**src/rtl/spi_rx_mmio.sv**
```systemverilog
// Memory-mapped SPI receive peripheral for the picorv32 native bus.
// Received words are buffered in an RX FIFO and exposed with status, control, LED and irq.
module spi_rx_mmio #(
  parameter logic [31:0] BASE_ADDR  = 32'h0001_0000,
  parameter int          DATA_W     = 8,
  parameter int          FIFO_DEPTH = 16,
  parameter int          LED_W      = 8,
  parameter int          IRQ_THRESH = 1
) (
  input  logic              clk_in,
  input  logic              rst_in,
  input  logic [DATA_W-1:0] rx_data,
  input  logic              rx_valid,
  input  logic              mem_valid,
  input  logic [31:0]       mem_addr,
  input  logic [31:0]       mem_wdata,
  input  logic [3:0]        mem_wstrb,
  output logic              mem_ready,
  output logic [31:0]       mem_rdata,
  output logic [LED_W-1:0]  led,
  output logic              irq
);

  localparam int AW = (FIFO_DEPTH > 1) ? $clog2(FIFO_DEPTH) : 1;
  localparam int CW = AW + 1;
  localparam logic [CW-1:0] FULL_C   = CW'(FIFO_DEPTH);
  localparam logic [CW-1:0] THRESH_C = CW'(IRQ_THRESH);

  logic [DATA_W-1:0] fifo_mem [FIFO_DEPTH];
  logic [AW-1:0]     wr_ptr, rd_ptr;
  logic [CW-1:0]     count;
  logic              en, irq_en, overflow;

  logic        sel, is_write, ne, full;
  logic        pop, push, push_req, ovf_set, ovf_clr, flush, ctrl_wr, led_wr;
  logic [1:0]  offset;
  logic [8:0]  count9;
  logic [31:0] rd_word, led_word;
  logic        unused_addr;

  assign sel      = mem_valid & (mem_addr[31:4] == BASE_ADDR[31:4]) & ~mem_ready;
  assign is_write = |mem_wstrb;
  assign offset   = mem_addr[3:2];
  assign ne       = (count != '0);
  assign full     = (count == FULL_C);
  assign count9   = 9'(count);
  assign unused_addr = &{1'b0, mem_addr[1:0]};

  assign pop      = sel & ~is_write & (offset == 2'd0) & ne;
  assign ctrl_wr  = sel & is_write & (offset == 2'd2) & mem_wstrb[0];
  assign led_wr   = sel & is_write & (offset == 2'd3);
  assign flush    = ctrl_wr & mem_wdata[3];
  assign ovf_clr  = ctrl_wr & mem_wdata[2];
  // A flush swallows a coincident push silently; a pop frees a slot for a push into a full FIFO.
  assign push_req = rx_valid & en;
  assign push     = push_req & ~flush & (~full | pop);
  assign ovf_set  = push_req & ~flush & full & ~pop;

  always_comb begin
    rd_word = '0;
    case (offset)
      2'd0: rd_word = ne ? (32'(fifo_mem[rd_ptr]) | 32'h0001_0000) : 32'h0;
      2'd1: rd_word = {7'b0, count9, 13'b0, overflow, full, ne};
      2'd2: rd_word = {30'b0, irq_en, en};
      2'd3: rd_word = 32'(led);
      default: rd_word = '0;
    endcase
  end

  always_comb begin
    led_word = 32'(led);
    for (int i = 0; i < 4; i++) begin
      if (mem_wstrb[i]) led_word[8*i +: 8] = mem_wdata[8*i +: 8];
    end
  end

  always_ff @(posedge clk_in) begin
    if (push) fifo_mem[wr_ptr] <= rx_data;
  end

  always_ff @(posedge clk_in or negedge rst_in) begin
    if (!rst_in) begin
      mem_ready <= 1'b0;
      mem_rdata <= '0;
      led       <= '0;
      irq       <= 1'b0;
      wr_ptr    <= '0;
      rd_ptr    <= '0;
      count     <= '0;
      en        <= 1'b1;
      irq_en    <= 1'b0;
      overflow  <= 1'b0;
    end else begin
      mem_ready <= sel;
      mem_rdata <= (sel && !is_write) ? rd_word : 32'h0;

      if (flush) begin
        wr_ptr <= '0;
        rd_ptr <= '0;
        count  <= '0;
      end else begin
        if (push) wr_ptr <= wr_ptr + 1'b1;
        if (pop)  rd_ptr <= rd_ptr + 1'b1;
        if (push && !pop)      count <= count + 1'b1;
        else if (pop && !push) count <= count - 1'b1;
      end

      if (ovf_set)      overflow <= 1'b1;
      else if (ovf_clr) overflow <= 1'b0;

      if (ctrl_wr) begin
        en     <= mem_wdata[0];
        irq_en <= mem_wdata[1];
      end

      if (led_wr) led <= LED_W'(led_word);

      irq <= irq_en & ((count >= THRESH_C) | overflow);
    end
  end

endmodule

```
**config.mk**
```make
export PLATFORM = sky130hd
export DESIGN_NAME = spi_rx_mmio
export DESIGN_NICKNAME = d
export VERILOG_FILES = /design/src/rtl/spi_rx_mmio.sv
export SDC_FILE = /design/constraint.sdc
export NUM_CORES = 1
export LEC_CHECK = 0
export BUFFER_PORTS_ARGS = -buffer_cell sky130_fd_sc_hd__buf_2
export CORE_MARGIN = 2
export CORE_UTILIZATION = 50
export CTS_BUF_LIST = sky130_fd_sc_hd__clkbuf_4
export CTS_CLUSTER_SIZE = 25
export DETAILED_ROUTE_END_ITERATION = 8
export PLACE_DENSITY = 0.87
export SLEW_MARGIN = 20
export SYNTH_ARGS = -nofsm -noshare
export SYNTH_HDL_FRONTEND = slang
export SYNTH_SLANG_ARGS = --single-unit
```
**constraint.sdc**
```tcl
create_clock -name clk_in -period 2.6 [get_ports clk_in]
set_clock_uncertainty 0.1 [all_clocks]
set_input_delay 0.39 -clock clk_in [delete_from_list [all_inputs] [get_ports clk_in]]
set_output_delay 0.39 -clock clk_in [all_outputs]
set_load 0.01 [all_outputs]
```
==> impl_metrics.tcl <==
set metrics [dict create \
    status "completed" \
    critPathKind "reg2reg" \
    wl_per_cell_um 23.01 \
    hpwl_um 11740 \
    synth_cells 414 \
    area_delta_synth_final_pct 20.98 \
    numPortBuffers 76 \
    register_area_mm2 0.004822 \
    yosys.area.top_type_share 0.5321 \
    clk_latency_ns 0.56 \
    p_leak_uw 0.003249 \
    layout_common_cells "edfxtp_1, buf_2, mux4_2" \
    grt_pass1_vias 4532 \
    multi_input_area_mm2 0.002323 \
    holdWs_ns 0.06094 \
    worstMarginPinSlew_ns 0.8560 \
    maxCapViolations 0 \
    endpoint_kind "flip-flop" \
    antenna_found_initial 0 \
    clk_pin_slew_worst_paths_ns 0.14 \
    drv_slew 0 \
    ant_nets 0 \
    cp_cell_sequence "nor4b_2 > and4_1 > and4_4 > o21ai_4 > nor4b_4 > buf_4 > and2_1 > buf_4" \
    start_kind "flip-flop" \
    required_ns 2.79 \
    drt-initial-drc-count 453 \
    synth-edff-count 128 \
    grt_max_degree 40 \
    start_util 0.5164 \
    crit_fanout 5 \
    synthArstFlopShare 0.2335 \
    worst-path-buf-inv 2 \
    relSlewSlack 0.4293 \
    grt_use_total 0.2331 \
    drt-total-wl_um 17150 \
    cts.sinks 167 \
    cp_slowest_stage_delay_ns 0.43 \
    arrival_ns 2.73 \
    final_common_cell "edfxtp_1" \
    synth_cell_types 50 \
    ios 122 \
    period_share 0.9750 \
    final_cells 745 \
    yosys_warnings 0 \
    yosysTopAreaCell "edfxtp_1" \
    htree_levels 4 \
    dieHeight_um 124.2 \
    cpMaxStageDelayCell "dfrtp_1" \
    cts_tree "done" \
    cp_top_family "simple AND/OR/NAND/NOR gates" \
    numCtsBuffers 17 \
    rows 43 \
    drive_gt1_frac 0.4372 \
    timing.fmax_ghz 0.3945 \
    grt_pass1_wl_um 25490 \
    nFillCells 940 \
    vias_per_cell 5.992 \
    hold_viol 0 \
    syn_avg_cell_area_um2 17.45 \
    clock_path_buffers 2 \
    peakVddDrop_mv 0.2624 \
    cp_common_cell "buf_4" \
    fin_nets 640 \
    antenna_cells 0 \
    drcViolationCount 0 \
    gp_congestion 0.8411 \
    rsz0062_at_grt "true" \
    synth_area_leaders "edfxtp_1, dfrtp_1, mux4_2" \
    die_x_um 124.2 \
    dr.pass1.iters 5 \
    hp-class "in2reg" \
    ys_ff_latch 167 \
    dp_cells 706 \
    power.density_mw_per_mm2 528.0 \
    cts-root-buf "clkbuf_4" \
    setup_viol 0 \
    synth_area_mm2 0.007223 \
    gr-total-overflow 0 \
    synthFlopType "edfxtp_1" \
    fin_crit_ns 2.535 \
    vias 4464 \
    dieArea_mm2 0.01542 \
    seq_area_frac_synth 0.6674 \
    core_area_mm2 0.01399 \
]
worst paths after layout:
kind,slack (ns),cells after the start,end,start
max reg2reg,0.07,8,fifo_mem[4][6]$_DFFE_PP_,mem_ready$_DFF_PN0_
min reg2reg,0.46,2,overflow$_DFFE_PN0P_,overflow$_DFFE_PN0P_
max,0.07,8,fifo_mem[4][6]$_DFFE_PP_,mem_ready$_DFF_PN0_
max in group asynchronous,1.46,2,rd_ptr[0]$_DFFE_PN0P_,rst_in
min,0.06,2,mem_rdata[1]$_DFF_PN0_,mem_addr[2]
min in group asynchronous,0.36,2,rd_ptr[1]$_DFFE_PN0P_,rst_in
report_power, final:
| part | internal (uW) | switching, uW |
|---|---|---|
| Combinational | 54.3 | 96.3 |
| Clock | 610 | 980 |
| Sequential | 2870 | 0.0000165 |
| Total | 3540 | 1080 |
through the flow:
| step | setup TNS, ns | power, uW | setup slack (ns) | utilization | area (um2) |
|---|---|---|---|---|---|
| finish | 0 | 4614 | 0.06504 | 0.6247 | 8738 |
| global route | -0.08866 | 4761 | -0.01839 | 0.6247 | 8738 |
| CTS | 0 | 4632 | 0.001857 | 0.6233 | 8718 |
| detailed placement | -20.79 | 3069 | -0.2259 | 0.5936 | 8303 |
| global placement | -16.17 | 3060 | -0.1581 | 0.5936 | 8303 |
| floorplan | 0 | 2991 | 0.03756 | - | 7291 |
synthesized netlist by cell type, types with 2 or more instances:
library cell / number
and4_1: 3
nand2_1: 10
nor4_1: 6
dfrtp_1: 38
ha_1: 8
nor2_1: 27
a22oi_1: 5
inv_1: 8
nand4_4: 2
xor2_1: 3
nor4_4: 2
nand3_1: 6
mux2_2: 11
o21ai_0: 4
mux2i_1: 6
a21oi_1: 5
nand4_1: 2
a211oi_1: 5
nor4b_1: 4
nor4_2: 7
nor2b_1: 2
nor3_1: 3
mux4_2: 40
and2_1: 19
buf_4: 19
buf_2: 5
edfxtp_1: 128
xnor2_1: 4
clkbuf_1: 11
sequential cells by signal, summed over array words and instances (netlist names):
register,flops
count,5
en,1
fifo_mem,128
irq,1
irq_en,1
led,8
mem_rdata,13
mem_ready,1
overflow,1
rd_ptr,4
wr_ptr,4
timing repair:
action	4_1_cts	5_1_grt
endpoints found under the setup margin	128	115
pin swaps	3	4
buffers inserted	0	1
hold buffers	9	0
gates resized for setup	6	17
hold endpoints to repair	48	0
final cells by class:
| cell class | instances | share of cell area |
|---|---|---|
| sequential | 167 | 0.5518 |
| multi-input combinational | 221 | 0.2659 |
| timing repair buffer | 137 | 0.1190 |
| tap | 180 | 0.02577 |
| clock inverter | 14 | 0.01861 |
| clock buffer | 18 | 0.01546 |
| inverter | 8 | 0.003436 |
metal layers:
| metal | wire length (um) | part of all wire | vias up | GRT usage |
|---|---|---|---|---|
| met3 | 1753 | 0.10 | 50 | 0.05540 |
| met4 | 669 | 0.039 | 0 | 0.09340 |
| met5 | 0 | 0 | - | 0 |
| met1 | 5857 | 0.34 | 2215 | 0.2787 |
| met2 | 8864 | 0.52 | 326 | 0.4071 |
| li1 | - | - | 1873 | - |
logic make-up after synthesis:
group | Yosys count | share of synthesized area
AO/OA/AOI/OAI | 28 | 0.02876
XOR/XNOR | 7 | 0.008488
adder cells (fa/ha/maj) | 8 | 0.01386
buffers and inverters | 44 | 0.03360
flip-flops | 167 | 0.6674
multiplexers | 57 | 0.1502
other | 1 | 0.0005192
AND/OR/NAND/NOR | 102 | 0.09718
Note: power is estimated with default switching activity, not from simulation.
